===== src/rtl/seq_alu_pipe.sv =====
`default_nettype none
// +----------------------------------------------------------------------------+
// | Module      : seq_alu_pipe                                                 |
// | Description : Handshaked WIDTH-bit ALU for the sequential RISC-V datapath. |
// |               Supports add/sub/and/or/xor/slt/sltu, an optional iterative  |
// |               shift-add multiplier, and registered zero/carry/overflow/err.|
// |               One operation in flight at a time (IDLE -> [MUL] -> DONE).   |
// | Options     : SEQ_ALU_MUL_EN - build the multiplier; otherwise op 7 is     |
// |               reported as illegal with 1-cycle latency.                    |
// | Ports       : clk, reset (sync, active-high)                               |
// |               in_valid/in_ready, op[3:0], a, b    - request side           |
// |               out_valid/out_ready, result, zero, carry, overflow, err      |
// | Revision    : 1.0 - initial release                                        |
// +----------------------------------------------------------------------------+
module seq_alu_pipe #(
    parameter int WIDTH = 64,
    parameter int CNT_W = $clog2(WIDTH) + 1
) (
    input  logic             clk,
    input  logic             reset,
    input  logic             in_valid,
    output logic             in_ready,
    input  logic [3:0]       op,
    input  logic [WIDTH-1:0] a,
    input  logic [WIDTH-1:0] b,
    output logic             out_valid,
    input  logic             out_ready,
    output logic [WIDTH-1:0] result,
    output logic             zero,
    output logic             carry,
    output logic             overflow,
    output logic             err
);

    localparam logic [1:0] S_IDLE = 2'd0;
    localparam logic [1:0] S_DONE = 2'd1;
`ifdef SEQ_ALU_MUL_EN
    localparam logic [1:0] S_MUL  = 2'd2;
    localparam logic [CNT_W-1:0] c_last = CNT_W'(WIDTH - 1);
`endif

    logic [1:0]       r_state;
    logic [1:0]       w_state_nxt;
    logic             w_hs;
    logic             w_is_sub;
    logic [WIDTH-1:0] w_b_eff;
    logic [WIDTH:0]   w_sum;
    logic [WIDTH-1:0] w_res;
    logic             w_carry;
    logic             w_ovf;
    logic             w_err;

`ifdef SEQ_ALU_MUL_EN
    logic [WIDTH-1:0] r_mcand;
    logic [WIDTH-1:0] r_mplier;
    logic [WIDTH-1:0] r_acc;
    logic [CNT_W-1:0] r_cnt;
    logic [WIDTH-1:0] w_acc_step;
    logic             w_is_mul;

    assign w_is_mul   = (op == 4'd7);
    assign w_acc_step = r_acc + (r_mplier[0] ? r_mcand : '0);
`endif

    assign in_ready  = (r_state == S_IDLE) && !reset;
    assign out_valid = (r_state == S_DONE);
    assign w_hs      = in_valid && (r_state == S_IDLE);

    // Single adder serves both ADD and SUB: SUB is a + ~b + 1.
    assign w_is_sub = (op == 4'd1);
    assign w_b_eff  = w_is_sub ? ~b : b;
    assign w_sum    = {1'b0, a} + {1'b0, w_b_eff} + {{WIDTH{1'b0}}, w_is_sub};

    always_comb begin
        w_res   = '0;
        w_carry = 1'b0;
        w_ovf   = 1'b0;
        w_err   = 1'b0;
        case (op)
            4'd0, 4'd1: begin
                w_res   = w_sum[WIDTH-1:0];
                w_carry = w_sum[WIDTH];
                w_ovf   = (a[WIDTH-1] == w_b_eff[WIDTH-1]) &&
                          (w_sum[WIDTH-1] != a[WIDTH-1]);
            end
            4'd2:    w_res = a & b;
            4'd3:    w_res = a | b;
            4'd4:    w_res = a ^ b;
            4'd5:    w_res = {{(WIDTH-1){1'b0}}, ($signed(a) < $signed(b))};
            4'd6:    w_res = {{(WIDTH-1){1'b0}}, (a < b)};
            // Op 7 lands here only when the multiplier is not built.
            default: w_err = 1'b1;
        endcase
    end

    always_comb begin
        w_state_nxt = r_state;
        case (r_state)
            S_IDLE: begin
                if (in_valid) begin
`ifdef SEQ_ALU_MUL_EN
                    w_state_nxt = w_is_mul ? S_MUL : S_DONE;
`else
                    w_state_nxt = S_DONE;
`endif
                end
            end
`ifdef SEQ_ALU_MUL_EN
            S_MUL: begin
                if (r_cnt == c_last) begin
                    w_state_nxt = S_DONE;
                end
            end
`endif
            S_DONE: begin
                if (out_ready) begin
                    w_state_nxt = S_IDLE;
                end
            end
            default: w_state_nxt = S_IDLE;
        endcase
    end

    always_ff @(posedge clk) begin
        if (reset) begin
            r_state <= S_IDLE;
        end else begin
            r_state <= w_state_nxt;
        end
    end

    always_ff @(posedge clk) begin
        if (reset) begin
            result   <= '0;
            zero     <= 1'b0;
            carry    <= 1'b0;
            overflow <= 1'b0;
            err      <= 1'b0;
`ifdef SEQ_ALU_MUL_EN
            r_mcand  <= '0;
            r_mplier <= '0;
            r_acc    <= '0;
            r_cnt    <= '0;
`endif
        end else begin
`ifdef SEQ_ALU_MUL_EN
            if (w_hs && w_is_mul) begin
                // The first add step is folded into the load so that WIDTH
                // steps fit in WIDTH-1 MUL cycles, giving WIDTH-cycle latency.
                r_acc    <= b[0] ? a : '0;
                r_mcand  <= a << 1;
                r_mplier <= b >> 1;
                r_cnt    <= CNT_W'(1);
            end else if (r_state == S_MUL) begin
                r_acc    <= w_acc_step;
                r_mcand  <= r_mcand << 1;
                r_mplier <= r_mplier >> 1;
                r_cnt    <= r_cnt + CNT_W'(1);
                if (r_cnt == c_last) begin
                    result   <= w_acc_step;
                    zero     <= (w_acc_step == '0);
                    carry    <= 1'b0;
                    overflow <= 1'b0;
                    err      <= 1'b0;
                end
            end else
`endif
            if (w_hs) begin
                result   <= w_res;
                zero     <= (w_res == '0);
                carry    <= w_carry;
                overflow <= w_ovf;
                err      <= w_err;
            end
        end
    end

endmodule
`default_nettype wire


===== config.mk =====
export PLATFORM = sky130hd
export DESIGN_NAME = seq_alu_pipe
export DESIGN_NICKNAME = d
export VERILOG_FILES = /design/src/rtl/seq_alu_pipe.sv
export SDC_FILE = /design/constraint.sdc
export NUM_CORES = 1
export LEC_CHECK = 0
export ABC_AREA = 0
export BUFFER_PORTS_ARGS = -buffer_cell sky130_fd_sc_hd__buf_2
export CORE_AREA = 3 3 147 149
export DETAILED_ROUTE_END_ITERATION = 7
export DIE_AREA = 0 0 150 152
export HOLD_SLACK_MARGIN = 0.02
export PLACE_DENSITY = 0.84
export SLEW_MARGIN = 10
export SYNTH_ARGS = -nofsm -noshare
export SYNTH_HDL_FRONTEND = slang
export SYNTH_SLANG_ARGS = --single-unit

===== constraint.sdc =====
create_clock -name clk -period 7.9 [get_ports clk]
set_input_delay 1.185 -clock clk [delete_from_list [all_inputs] [get_ports clk]]
set_output_delay 1.185 -clock clk [all_outputs]
set_load 0.01 [all_outputs]

# After elaboration in Yosys (flattened, before gate mapping)

Cells that the tools add are included.

$add $sub $neg: 2
Magnitude comparators: 2
Eq/ne operators: 11
Muxes and demuxes: 8
Bitwise logic cells: 4
Reductions and logical operators: 10

Operators by type and width:

| cell                                                                     | count |
|---|---|
| 64-bit case mux with 6 select lines                                      | 1 |
| 64-bit < comparator                                                      | 2 |
| 64-bit by 64-bit adder with 65-bit output                                | 1 |
| 65-bit by 1-bit adder with 65-bit output                                 | 1 |
| 64-bit AND                                                               | 1 |
| 64-bit logical NOT                                                       | 1 |
| 64-bit 2-to-1 mux                                                        | 1 |
| 64-bit NOT                                                               | 1 |
| 64-bit bitwise OR                                                        | 1 |
| 64-bit XOR                                                               | 1 |
| 4-bit by 3-bit == test with 1-bit output (second input constant)         | 3 |
| 4-bit by 2-bit == test with 1-bit output (second input constant)         | 2 |
| 7-bit OR reduction                                                       | 1 |
| 4-bit by 1-bit == test with 1-bit output (second input constant)         | 1 |
| 4-bit logical NOT                                                        | 1 |
| 2-bit 2-to-1 mux                                                         | 2 |
| 2-bit case mux with 2 select lines                                       | 1 |
| 1-bit logical AND                                                        | 3 |
| 1-bit 2-to-1 mux                                                         | 3 |
| 2-bit by 1-bit == test with 1-bit output (second input constant)         | 1 |
| 2-bit logical NOT                                                        | 1 |
| 2-bit by 1-bit inequality test with 1-bit output (second input constant) | 1 |
| 2-bit inequality test (second input constant)                            | 1 |
| 2-bit AND reduction                                                      | 1 |
| 4 further kinds                                                          | 4 |

Flip-flop bits (word level): 70
Output and inout bits: 70
Logic and storage cells: 43

# Depth between registers and ports, before layout

Depth after elaboration: 7
Mapped depth: 19
Mapped depth without buffers: 16

# Least setup slack after synthesis

No wires, ideal clock.

Path kind: input -> register
From: in op[3]
To: reg zero
Setup time: 0.069 ns
Data arrival time: 5.459 ns
Required time: 7.831 ns
Slack: 2.372 ns
Stages: 18
Path buffers: 3
Cell sequence: buf_2 nor4b_4 clkbuf_1 buf_1 mux2i_1 fa_1 nand2b_1 a211oi_2 o2111ai_1 a21boi_2 nor3_1 o2111a_1 a311oi_1 o2111ai_1 or4b_1 nor4_2 nand4_1 o21ai_1

Word-level cells in the longest chain between the ends: 6

Ends and longest elaborated chain:

| what                                      | line   | RTL |
|---|---|---|
| from (decl)                               | 23     | `input logic [3:0] op,` |
| 4-bit by 1-bit == test with 1-bit output  | 70, 79 |  |
| 64-bit 2-to-1 mux                         | 71     | `assign w_b_eff = w_is_sub ? ~b : b;` |
| 64-bit by 64-bit adder with 65-bit output | 72     | `assign w_sum = {1'b0, a} + {1'b0, w_b_eff} + {{WIDTH{1'b0}}, w_is_sub};` |
| 65-bit by 1-bit adder with 65-bit output  | 72     |  |
| 64-bit case mux with 6 select lines (*)   | 79     | `case (op)` |
| 64-bit logical NOT (*)                    | 170    | `zero <= (w_res == '0);` |
| to (signal assigned)                      | 170    |  |
| to (decl)                                 | 29     | `output logic zero,` |

Every way passes the cells marked *; elsewhere a longest branch is shown, timed or not.
A chain may end at the register's enable or synchronous reset.

# Final worst setup path

From: in op[0]
To: reg zero

Same word-level chain as after synthesis.

==> key figures <==
Status
  • Status: completed

STA
  • Crit path time final: 6.244 ns
  • Worst-Margin Slew: 1.131 ns
  • Final Cycle Share: 79.04%
  • # setup viols final: 0
  • Rel. slew slack: 24.57%
  • FMAX: 0.1602 GHz
  • Worst clock skew: 0.01274 ns
  • TNS Setup: 0 ns
  • Max-slew violations: 0
  • RSZ-0062 raised after global routing: false
  • Hold Fails Final Rpt: 0

Drt
  • Final ANT Viol Nets: 0
  • DRC: 0
  • Vias per Instance: 6.316
  • 1st-iter DRT viols: 1,106
  • DR vias: 13,190
  • Initial DRT Pass Iterations: 6
  • Routed Wire Length: 42,480 um
  • Routed WL per cell: 20.34 um

CTS
  • Total clock sinks: 69
  • Worst-Skew Late Latency: 0.35 ns
  • Post-CTS Resized: 0
  • Longest Clk Path Bufs: 2
  • Root Driver: clkbuf_16
  • CTS Buf Count: 9
  • CTS clk-pin slew, worst paths: 0.06 ns
  • CTS tree: built
  • Hold Buf Count CTS: 0
  • Post-CTS Setup Bufs: 0
  • H-tree lvl count: 3

Finish
  • Most common cell after layout, fill and taps aside: ha_1
  • Non-Filler Instances: 2,088
  • Nets: 2,211
  • Fillers: 1,827
  • Share of post-route cells with drive strength above 1: 13.75%
  • Area Overhead vs Synth: 11.95%
  • N_diodes: 0
  • Most frequent cells in the layout: ha_1, buf_2, inv_1, nor2_1, a21oi_1

Synthesis
  • Syn Inst Count: 1,671
  • Yosys cell types: 69
  • Yosys warning count: 0
  • Share of the synthesized area in the top cell type: 26.74%
  • Net Count, Synth: 2,069
  • Syn avg cell area: 7.309 um^2
  • Top cells by area, synth: ha_1, dfxtp_1, xnor2_1
  • Cell area after synthesis: 12,210 um^2
  • Post-synth EDFFs: 0
  • Synthesized flop and latch total: 69
  • Ys async rst share: 0%
  • Sequential share of the synthesized area: 11.31%
  • Most used DFF post-synth: dfxtp_1
  • Yosys top cell by area: ha_1

Placement
  • Detailed placer's ending HPWL: 34,120 um
  • Cell count after placement: 2,072
  • Port bufs: 205
  • Final Wtd Congestion: 1.017

Critical path
  • Maximum fanout along the worst path: 66
  • CP Class: in2reg
  • Data arrival, critical path: 6.53 ns
  • Critical Path End Type: register
  • Critical path buffers and inverters: 3
  • Critical-path cell list: buf_2 > nor4b_4 > buf_12 > xnor2_1 > inv_1 > fa_1 > nand2b_1 > a211oi_2 > o211ai_1 > o311ai_1 > a2111oi_0 > a311oi_1 > o211ai_1 > nor4_1 > nand4_1 > nor4_2 > nand4_1 > o21ai_1
  • Crit-path leading delay family: compound AO/OA/AOI/OAI gates
  • CP startpoint kind: input pin
  • Slowest CP cell: o311ai_1
  • CP Data Required Time: 8.18 ns
  • CP max stage delay: 0.61 ns

Global routing
  • Global-route wire length before repair: 66,100 um
  • Antenna violations before repair: 0
  • GRT Util Overall: 35.61%
  • Total gr overflow: 0
  • Vias in the first global route: 12,530
  • Largest net degree at the start of global routing: 71

Floorplan
  • Core region area: 20,300 um^2
  • Ports: 206
  • Die Height: 152 um
  • Initial core utilization: 60.16%
  • FP Rows: 52
  • Die Width: 150 um
  • DIE AREA: 22,800 um^2

Pwr
  • P_leak: 6.503 nW
  • Peak VDD IR: 0.00007981 V
  • Pwr/cell area: 125.2 nW/um^2

Flow run
  • Max_cap viols: 0

Hold path
  • Worst hold-check path type: reg2reg
-- state kept, by name, summed over array words and instances, names as in the netlist --
| name | cells |
|---|---|
| result | 64 |
| carry | 1 |
| overflow | 1 |
| zero | 1 |
| err | 1 |
| r_state | 1 |
-- cell type report --
cell class,instances,area [um^2],area share [%]
inverter,172,645.6,4.722
tap,270,337.8,2.471
sequential,69,1381,10.10
clock buffer,9,225.2,1.647
timing repair buffer,215,1114,8.145
clock inverter,7,75.07,0.5491
multi-input combinational,1346,9893,72.36
-- Yosys cell counts, drive strengths merged (12+ instances only) --
master  instances
a211oi         38
a21o           24
a21oi         141
a221oi         27
a22oi          38
a31oi          28
buf            16
clkbuf         68
dfxtp          69
ha            261
inv           172
nand2          92
nand2b         13
nand3          26
nand4          32
nor2          156
nor2b          15
nor3           33
nor4           22
o211ai         25
o21a           12
o21ai         122
o21bai         14
xnor2          92
xor2           19
-- metrics by stage --
stage | area, um^2 | hold slack (ns) | total power [mW] | worst slack [ns] | utilization [%]
2_1_floorplan | 12210 | 0.4805 | 0.9858 | 2.372 | -
3_3_place_gp | 13370 | 0.4394 | 1.249 | 1.705 | 65.87
3_5_place_dp | 13370 | 0.4483 | 1.263 | 1.515 | 65.87
4_1_cts | 13670 | 0.4565 | 1.691 | 1.846 | 67.35
5_1_grt | 13670 | 0.4928 | 1.810 | 1.386 | 67.35
6_report | 13670 | 0.4541 | 1.712 | 1.656 | 67.35
-- path summary, 6_finish.rpt --
path	startpoint	to	slack (ns)	cells after the start
setup reg to reg	r_state[0]	zero	4.30	13
setup / recovery	op[0]	zero	1.66	18
hold / removal	result[26]	result[26]	0.45	2
hold reg to reg	result[26]	result[26]	0.45	2
-- power breakdown --
part | leakage, nW | switching [mW] | internal, mW
clock | 0.138 | 0.183 | 0.246
sequential | 0.569 | 0.0175 | 0.375
combinational | 5.80 | 0.562 | 0.328
total | 6.50 | 0.762 | 0.949
-- tightest hold or removal path, delay by kind of cell, from the launching register on --
family / cells / cell delay, ns
flip-flops: 1 / 0.31
AND/OR/NAND/NOR: 1 / 0.05
AO/OA/AOI/OAI: 1 / 0.05
-- routing by layer --
layer / vias up / routed length, um / track usage [%]
li1: 6285 / - / -
met5: - / 0 / 0
met3: 76 / 4013 / 5.004
met1: 6142 / 18250 / 49.61
met2: 685 / 19070 / 56.89
met4: 0 / 1147 / 10.72
-- cell families (layout without fill, tap and decap cells) --
kind of cell,count (synthesis),after routing,synth area share (%)
compound gates,539,539,28.72
simple gates,429,429,16.76
fa+ha+maj,262,262,26.90
buf+inv,256,403,7.940
xor+xnor,111,111,7.960
flops,69,69,11.31
mux,5,5,0.4098
No activity file was read; power rests on OpenSTA's default activity.
